===== src/rtl/axis_frame_gen.sv =====
// axis_frame_gen: AXI-Stream frame transmitter.
// Sends runs of programmable frames with a byte-ramp payload on a master port and honours
// tready backpressure. A run is started with `start` while idle. All cfg_* inputs are
// latched at that point, so later changes have no effect on the run in progress.
//
// Optional feature macro: AXIS_FRAME_GEN_BAD_FRAME_EN
//   When defined, every cfg_bad_interval-th frame has tuser = USER_BAD_FRAME_VALUE on its
//   tlast beat. When undefined, tuser is constant 0 and cfg_bad_interval is ignored.
//
// Ports:
//   clk, rst            clock; synchronous active-high reset
//   start, stop         run start pulse (idle only); stop pulse (sticky, never truncates a frame)
//   cfg_frame_len       frame length in bytes (0 = start ignored)
//   cfg_frame_count     frames per run (0 = continuous until stop)
//   cfg_gap             tvalid-low cycles between frames
//   cfg_seed            payload seed byte
//   cfg_id, cfg_dest    constant tid/tdest for the run
//   cfg_bad_interval    bad-frame interval (0 = none)
//   m_axis_*            AXI-Stream master (tdata/tkeep/tvalid/tready/tlast/tid/tdest/tuser)
//   busy, done          run active; 1-cycle pulse on return to idle
//   frames_sent         tlast handshakes this run
//
// state   | meaning
// IDLE    | no run; waiting for start
// SEND    | a beat is presented on the master port
// GAP     | inter-frame idle cycles; gap_cnt_q counts down to the next frame
module axis_frame_gen #(
  parameter int DATA_WIDTH = 8,
  parameter int KEEP_WIDTH = DATA_WIDTH / 8,
  parameter int ID_WIDTH = 8,
  parameter int DEST_WIDTH = 8,
  parameter int USER_WIDTH = 1,
  parameter int LEN_WIDTH = 16,
  parameter logic [USER_WIDTH-1:0] USER_BAD_FRAME_VALUE = USER_WIDTH'(1)
) (
  input  logic                  clk,
  input  logic                  rst,
  input  logic                  start,
  input  logic                  stop,
  input  logic [LEN_WIDTH-1:0]  cfg_frame_len,
  input  logic [15:0]           cfg_frame_count,
  input  logic [7:0]            cfg_gap,
  input  logic [7:0]            cfg_seed,
  input  logic [ID_WIDTH-1:0]   cfg_id,
  input  logic [DEST_WIDTH-1:0] cfg_dest,
  input  logic [7:0]            cfg_bad_interval,
  output logic [DATA_WIDTH-1:0] m_axis_tdata,
  output logic [KEEP_WIDTH-1:0] m_axis_tkeep,
  output logic                  m_axis_tvalid,
  input  logic                  m_axis_tready,
  output logic                  m_axis_tlast,
  output logic [ID_WIDTH-1:0]   m_axis_tid,
  output logic [DEST_WIDTH-1:0] m_axis_tdest,
  output logic [USER_WIDTH-1:0] m_axis_tuser,
  output logic                  busy,
  output logic                  done,
  output logic [31:0]           frames_sent
);

  typedef enum logic [1:0] {ST_IDLE, ST_SEND, ST_GAP} state_t;

  state_t                state_q, state_d;
  logic [LEN_WIDTH-1:0]  len_q, len_d;
  logic [15:0]           count_q, count_d;
  logic [7:0]            gap_q, gap_d;
  logic [ID_WIDTH-1:0]   id_q, id_d;
  logic [DEST_WIDTH-1:0] dest_q, dest_d;
  // left_q: bytes still to send in the current frame, counting the beat on the port
  logic [LEN_WIDTH-1:0]  left_q, left_d;
  // base_q: payload byte value of lane 0 of the current beat
  logic [7:0]            base_q, base_d;
  // frame_base_q: seed + frame index, i.e. lane-0 byte of the current frame's first beat
  logic [7:0]            frame_base_q, frame_base_d;
  logic [7:0]            gap_cnt_q, gap_cnt_d;
  logic                  stop_pend_q, stop_pend_d;
  logic [31:0]           sent_q, sent_d;
  logic [DATA_WIDTH-1:0] tdata_q, tdata_d;
  logic [KEEP_WIDTH-1:0] tkeep_q, tkeep_d;
  logic                  tvalid_q, tvalid_d;
  logic                  tlast_q, tlast_d;
  logic [USER_WIDTH-1:0] tuser_q, tuser_d;
  logic                  busy_q, busy_d;
  logic                  done_q, done_d;

  // Beat builder inputs/outputs: describe the beat to load onto the port
  logic                  load, next_frame, finish, to_gap;
  logic [LEN_WIDTH-1:0]  ld_left;
  logic [7:0]            ld_base;
  logic [DATA_WIDTH-1:0] ld_data;
  logic [KEEP_WIDTH-1:0] ld_keep;
  logic                  ld_last;

`ifdef AXIS_FRAME_GEN_BAD_FRAME_EN
  // bad_cnt_q counts down frames to the next bad one; value 1 marks the current frame bad
  logic [7:0] bad_int_q, bad_int_d;
  logic [7:0] bad_cnt_q, bad_cnt_d;
  logic [7:0] ld_cnt;
`else
  logic unused_bad_interval;
  assign unused_bad_interval = ^cfg_bad_interval;
`endif

  always_comb begin
    state_d      = state_q;
    len_d        = len_q;
    count_d      = count_q;
    gap_d        = gap_q;
    id_d         = id_q;
    dest_d       = dest_q;
    left_d       = left_q;
    base_d       = base_q;
    frame_base_d = frame_base_q;
    gap_cnt_d    = gap_cnt_q;
    sent_d       = sent_q;
    busy_d       = busy_q;
    done_d       = 1'b0;
    tdata_d      = tdata_q;
    tkeep_d      = tkeep_q;
    tvalid_d     = tvalid_q;
    tlast_d      = tlast_q;
    tuser_d      = tuser_q;
    stop_pend_d  = stop_pend_q;
    load         = 1'b0;
    next_frame   = 1'b0;
    finish       = 1'b0;
    to_gap       = 1'b0;
    ld_left      = left_q;
    ld_base      = base_q;
    ld_data      = '0;
    ld_keep      = '0;
    ld_last      = 1'b0;
`ifdef AXIS_FRAME_GEN_BAD_FRAME_EN
    bad_int_d    = bad_int_q;
    bad_cnt_d    = bad_cnt_q;
    ld_cnt       = bad_cnt_q;
`endif

    case (state_q)
      ST_IDLE: begin
        if (start && (cfg_frame_len != '0)) begin
          len_d        = cfg_frame_len;
          count_d      = cfg_frame_count;
          gap_d        = cfg_gap;
          id_d         = cfg_id;
          dest_d       = cfg_dest;
          frame_base_d = cfg_seed;
          sent_d       = 32'd0;
          busy_d       = 1'b1;
          ld_left      = cfg_frame_len;
          ld_base      = cfg_seed;
          load         = 1'b1;
          state_d      = ST_SEND;
`ifdef AXIS_FRAME_GEN_BAD_FRAME_EN
          bad_int_d    = cfg_bad_interval;
          ld_cnt       = cfg_bad_interval;
`endif
        end
      end
      ST_SEND: begin
        if (tvalid_q && m_axis_tready) begin
          if (!tlast_q) begin
            ld_left = left_q - LEN_WIDTH'(KEEP_WIDTH);
            ld_base = base_q + 8'(KEEP_WIDTH);
            load    = 1'b1;
          end else begin
            sent_d = sent_q + 32'd1;
            if (((count_q != 16'd0) && (sent_d == {16'd0, count_q})) || stop_pend_q || stop)
              finish = 1'b1;
            else if (gap_q == 8'd0)
              next_frame = 1'b1;
            else begin
              to_gap    = 1'b1;
              gap_cnt_d = gap_q;
              state_d   = ST_GAP;
            end
          end
        end
      end
      ST_GAP: begin
        if (stop_pend_q || stop)
          finish = 1'b1;
        else if (gap_cnt_q == 8'd1)
          next_frame = 1'b1;
        else
          gap_cnt_d = gap_cnt_q - 8'd1;
      end
      default: state_d = ST_IDLE;
    endcase

    if (next_frame) begin
      frame_base_d = frame_base_q + 8'd1;
      ld_left      = len_q;
      ld_base      = frame_base_q + 8'd1;
      load         = 1'b1;
      state_d      = ST_SEND;
`ifdef AXIS_FRAME_GEN_BAD_FRAME_EN
      if (bad_int_q == 8'd0)
        ld_cnt = 8'd0;
      else if (bad_cnt_q == 8'd1)
        ld_cnt = bad_int_q;
      else
        ld_cnt = bad_cnt_q - 8'd1;
`endif
    end

    // Lanes at or beyond the remaining byte count are disabled and driven to zero
    for (int i = 0; i < KEEP_WIDTH; i++) begin
      if (LEN_WIDTH'(i) < ld_left) begin
        ld_keep[i]         = 1'b1;
        ld_data[i*8 +: 8]  = ld_base + 8'(i);
      end
    end
    ld_last = (ld_left <= LEN_WIDTH'(KEEP_WIDTH));

    if (load) begin
      left_d   = ld_left;
      base_d   = ld_base;
      tvalid_d = 1'b1;
      tdata_d  = ld_data;
      tkeep_d  = ld_keep;
      tlast_d  = ld_last;
`ifdef AXIS_FRAME_GEN_BAD_FRAME_EN
      bad_cnt_d = ld_cnt;
      tuser_d   = (ld_last && (ld_cnt == 8'd1)) ? USER_BAD_FRAME_VALUE : '0;
`else
      tuser_d   = '0;
`endif
    end

    if (finish) begin
      state_d = ST_IDLE;
      busy_d  = 1'b0;
      done_d  = 1'b1;
    end

    if (finish || to_gap) begin
      tvalid_d = 1'b0;
      tdata_d  = '0;
      tkeep_d  = '0;
      tlast_d  = 1'b0;
      tuser_d  = '0;
    end

    // A stop seen while a run is active is held until the run returns to idle
    if ((state_q == ST_IDLE) || (state_d == ST_IDLE))
      stop_pend_d = 1'b0;
    else
      stop_pend_d = stop_pend_q || stop;
  end

  always_ff @(posedge clk) begin
    if (rst) begin
      state_q      <= ST_IDLE;
      len_q        <= '0;
      count_q      <= '0;
      gap_q        <= '0;
      id_q         <= '0;
      dest_q       <= '0;
      left_q       <= '0;
      base_q       <= '0;
      frame_base_q <= '0;
      gap_cnt_q    <= '0;
      stop_pend_q  <= 1'b0;
      sent_q       <= '0;
      tdata_q      <= '0;
      tkeep_q      <= '0;
      tvalid_q     <= 1'b0;
      tlast_q      <= 1'b0;
      tuser_q      <= '0;
      busy_q       <= 1'b0;
      done_q       <= 1'b0;
`ifdef AXIS_FRAME_GEN_BAD_FRAME_EN
      bad_int_q    <= '0;
      bad_cnt_q    <= '0;
`endif
    end else begin
      state_q      <= state_d;
      len_q        <= len_d;
      count_q      <= count_d;
      gap_q        <= gap_d;
      id_q         <= id_d;
      dest_q       <= dest_d;
      left_q       <= left_d;
      base_q       <= base_d;
      frame_base_q <= frame_base_d;
      gap_cnt_q    <= gap_cnt_d;
      stop_pend_q  <= stop_pend_d;
      sent_q       <= sent_d;
      tdata_q      <= tdata_d;
      tkeep_q      <= tkeep_d;
      tvalid_q     <= tvalid_d;
      tlast_q      <= tlast_d;
      tuser_q      <= tuser_d;
      busy_q       <= busy_d;
      done_q       <= done_d;
`ifdef AXIS_FRAME_GEN_BAD_FRAME_EN
      bad_int_q    <= bad_int_d;
      bad_cnt_q    <= bad_cnt_d;
`endif
    end
  end

  assign m_axis_tdata  = tdata_q;
  assign m_axis_tkeep  = tkeep_q;
  assign m_axis_tvalid = tvalid_q;
  assign m_axis_tlast  = tlast_q;
  assign m_axis_tid    = id_q;
  assign m_axis_tdest  = dest_q;
  assign m_axis_tuser  = tuser_q;
  assign busy          = busy_q;
  assign done          = done_q;
  assign frames_sent   = sent_q;

endmodule


===== config.mk =====
export PLATFORM = sky130hd
export DESIGN_NAME = axis_frame_gen
export DESIGN_NICKNAME = d
export VERILOG_FILES = /design/src/rtl/axis_frame_gen.sv
export SDC_FILE = /design/constraint.sdc
export NUM_CORES = 1
export LEC_CHECK = 0
export CORE_ASPECT_RATIO = 0.75
export CORE_MARGIN = 2
export CORE_UTILIZATION = 30
export CTS_CLUSTER_SIZE = 24
export DETAILED_ROUTE_END_ITERATION = 16
export SETUP_SLACK_MARGIN = 0.15
export SYNTH_ARGS = -nofsm -noshare
export SYNTH_HDL_FRONTEND = slang
export SYNTH_SLANG_ARGS = --single-unit

===== constraint.sdc =====
create_clock -name clk -period 4.12 [get_ports clk]
set_input_delay 0.824 -clock clk [delete_from_list [all_inputs] [get_ports clk]]
set_output_delay 0.824 -clock clk [all_outputs]
set_load 0.005 [all_outputs]

==> flow_summary.toml <==
[place]
gp_congestion = 0.917
io_buffers = 129
dpl.hpwl_mm = 19.6
dp_cells = 1568
pre_cts_ws_ns = -0.242

[detailed_routing]
ant_nets = 0
routed_via_density = 5.31
routed_wl_mm = 27.1
drt_iter0_drc = 774
wl_per_cell_um = 16.9
drc_errors = 5
firstDrtPassIters = 14
vias = 8498

[grt]
grt.overflow.total = 0
track_usage_pct = 19.2
grt_pass1_wl_mm = 43.7
grt_max_degree = 53
grt_antenna_before_repair = 0
grt_pass1_vias = 7950

[yosys]
netlist_instances = 1080
synth_area_um2 = 8150
yosys_warnings = 0
syn_nets = 1168
ys_ff_latch = 144
synth-edff-count = 0
synthMuxAreaShare_pct = 1.24
post_synth_xor_area_fraction_pct = 4.19
synth_seq_area_share_pct = 35.4
synthAdderAreaFrac_pct = 1.69
synth_compound_gate_area_share_pct = 22.2
syn_area_per_cell_um2 = 7.55
synthArstFlopShare_pct = 0
synthFlopType = "dfxtp_1"
yosys.area_share.simple_pct = 30.8
synth_top_family_by_area = "simple AND/OR/NAND/NOR gates"
synth_cell_types = 74

[critical_path]
arrival_ns = 4.14
crit_chain = "clkdlybuf4s50_1, or4_1, o41a_4, a222oi_1, nand4_1, nor4bb_2, buf_4, a21o_1, mux2i_2, and2_1, a22o_1"
critPathTopFamily = "compound AO/OA/AOI/OAI gates"
slowest_stage = "or4_1"
endpoint_kind = "flip-flop"
critPathLaunchType = "input port"
crit_fanout = 8
required_ns = 4.44
critPathKind = "in2reg"
crit_path_max_incr_delay_ns = 0.57
crit_buf_inv = 2

[clock_network]
cts_tree = "done"
htree_levels = 4
worstSkewPairLatency_ns = 0.44
max-clock-path-buffers = 2
cts.sinks = 144
cts-root-buf = "clkbuf_16"
cts_hold_buf = 0
numCtsBuffers = 17
cts.clk_slew.worst_paths_ns = 0.06

[sta]
fin_ws_ns = 0.300
max_freq_mhz = 262
setup_tns_ns = 0
setup_viol = 0
finalHoldViolCount = 0
rsz0062_at_grt = "no"
skew_ns = 0.0172
slew_viol_final = 0
tightest_slew_ns = 1.06
period_minus_slack_ns = 3.82
period_share_pct = 92.7
slew_headroom_pct = 29.2

[floorplanning]
core_um2 = 26900
row_count = 52
die_w_um = 194
die_h_um = 147
ios = 139
dieArea_um2 = 28500
initial_core_util_pct = 30.3

[min_path]
min_path_type = "reg2reg"

[layout]
final_nets = 1325
layout.cells.non_filler = 1601
postLayoutCoreUtil_pct = 40.5
syn_to_final_growth_pct = 33.6
diodes = 0
drive_above_1_share_pct = 11.8

[power]
p_per_area_nw_per_um2 = 390
leakagePower_nw = 4.01
max-vdd-ir-drop_v = 0.000305
total_power_mw = 4.24

[run_status]
violations = "design-rule violations"
status = "finished with violations"

[job]
drv_cap = 0
-- state kept, by name, summed over array words and instances (netlist names) --
name and count:
frames_sent 32, m_axis_tvalid 1, busy 1, m_axis_tid 8, stop_pend_q 1, gap_q 8, gap_cnt_q 8, count_q 16
m_axis_tdata 8, m_axis_tdest 8, state_q 2, len_q 16, done 1, left_q 16, m_axis_tkeep 1, frame_base_q 8
m_axis_tlast 1, base_q 8
-- cells in the final DEF, fill, tap and decap left out, types with 7 or more instances in the layout --
cell type / synthesis / layout
nor4_1: 18 / 18
xnor2_1: 25 / 25
o21ai_0: 54 / 53
mux2i_1: 9 / 8
a21o_1: 9 / 9
a21oi_1: 127 / 127
clkbuf_16: 0 / 17
or3_1: 10 / 10
or4_1: 12 / 10
nand4_1: 18 / 18
ha_1: 11 / 11
and3_1: 8 / 8
nand2b_1: 10 / 10
a211oi_1: 13 / 13
xor2_1: 14 / 14
dfxtp_1: 144 / 143
inv_1: 18 / 18
nand2_1: 177 / 176
buf_4: 1 / 79
nand3_1: 31 / 31
a31oi_1: 12 / 12
and4_1: 10 / 10
nor2_1: 105 / 104
nand3b_1: 12 / 12
clkdlybuf4s50_1: 0 / 128
and2_1: 7 / 7
nor3_1: 41 / 41
nand4b_1: 7 / 7
-- through the flow --
| stage | instance area [um2] | hold WS, ns |
|---|---|---|
| floorplan | 8150 | 0.440 |
| global placement | 10200 | 0.441 |
| detailed placement | 10200 | 0.449 |
| CTS | 10800 | 0.458 |
| global route | 10900 | 0.487 |
| finish | 10900 | 0.457 |
-- cells in the mapped netlist, types with 5 or more instances --
cell      instances  area share (%)
o21ai_0          54             3.3
and3_1            8            0.61
mux2i_1           9             1.1
nand2b_1         10            0.77
buf_2            13            0.80
nor2b_1           6            0.46
o21a_1            5            0.46
nand2_1         177             8.2
nor2_1          105             4.8
a211oi_1         13             1.2
nand4b_1          7            0.75
xnor2_1          25             2.7
and4_1           10             1.1
o22ai_1           6            0.46
a221o_1           5            0.61
a31oi_1          12            0.92
nor4_1           18             1.4
a2bb2o_4          5             1.2
or4_1            12             1.1
buf_1             5            0.23
nand3b_1         12             1.1
clkbuf_1         52             2.4
a21o_1            9            0.83
a21oi_1         127             7.8
nand3_1          31             1.9
xor2_1           14             1.5
dfxtp_1         144              35
o211ai_1          6            0.55
ha_1             11             1.7
nor3_1           41             2.5
and2_1            7            0.54
nor3b_1           5            0.46
nand4_1          18             1.4
or3_1            10            0.77
o211a_1           5            0.61
inv_1            18            0.83
-- per-layer routing --
| layer | vias to the layer above | routed length, um | GRT usage [%] |
|---|---|---|---|
| met5 | - | 0 | 0 |
| met4 | 0 | 310 | 4.35 |
| met3 | 25 | 2120 | 5.62 |
| met2 | 288 | 11200 | 27.1 |
| met1 | 3997 | 13500 | 28.4 |
| li1 | 4188 | - | - |
-- cell families after synthesis --
family / Yosys count
AO/OA/AOI/OAI: 284
XOR/XNOR: 39
adder cells (fa/ha/maj): 11
buffers and inverters: 90
flip-flops: 144
multiplexers: 10
other: 1
AND/OR/NAND/NOR: 501
-- worst register-to-register path, delay by kind of cell, from the launching register on --
family          cells  cell delay (ns)
flops               1             0.33
fa+ha+maj           1             0.26
compound gates      3             0.86
simple gates        7             2.15
-- timing repair --
action / 4_1_cts / 5_1_grt
gates resized for setup: 1 / 9
setup buffers: 0 / 1
hold endpoints to repair: 0 / 0
setup endpoints to repair: 5 / 24
pin swaps: 0 / 3
-- final cells by class --
| class | instances | area (um2) |
|---|---|---|
| multi-input combinational | 846 | 4950 |
| sequential | 144 | 2880 |
| fill | 2747 | 16000 |
| tap | 351 | 439 |
| clock inverter | 9 | 130 |
| clock buffer | 23 | 488 |
| timing repair buffer | 210 | 1930 |
| inverter | 18 | 67.6 |
-- power by group --
part | switching [mW] | leakage [nW] | internal (mW)
logic | 0.558 | 2.53 | 0.449
registers | 0.106 | 1.18 | 1.50
clock network | 0.617 | 0.303 | 1.02
-- path summary, 6_finish.rpt --
check,startpoint,slack (ns),end,cells past startpoint
worst min-delay path,m_axis_tdest[3],0.46,m_axis_tdest[3],2
worst min register to register,m_axis_tdest[3],0.46,m_axis_tdest[3],2
worst max register to register,frames_sent[0],0.38,gap_cnt_q[0],11
worst max-delay path,cfg_frame_len[3],0.30,m_axis_tdata[1],11
(Power assumes the default switching activity.)
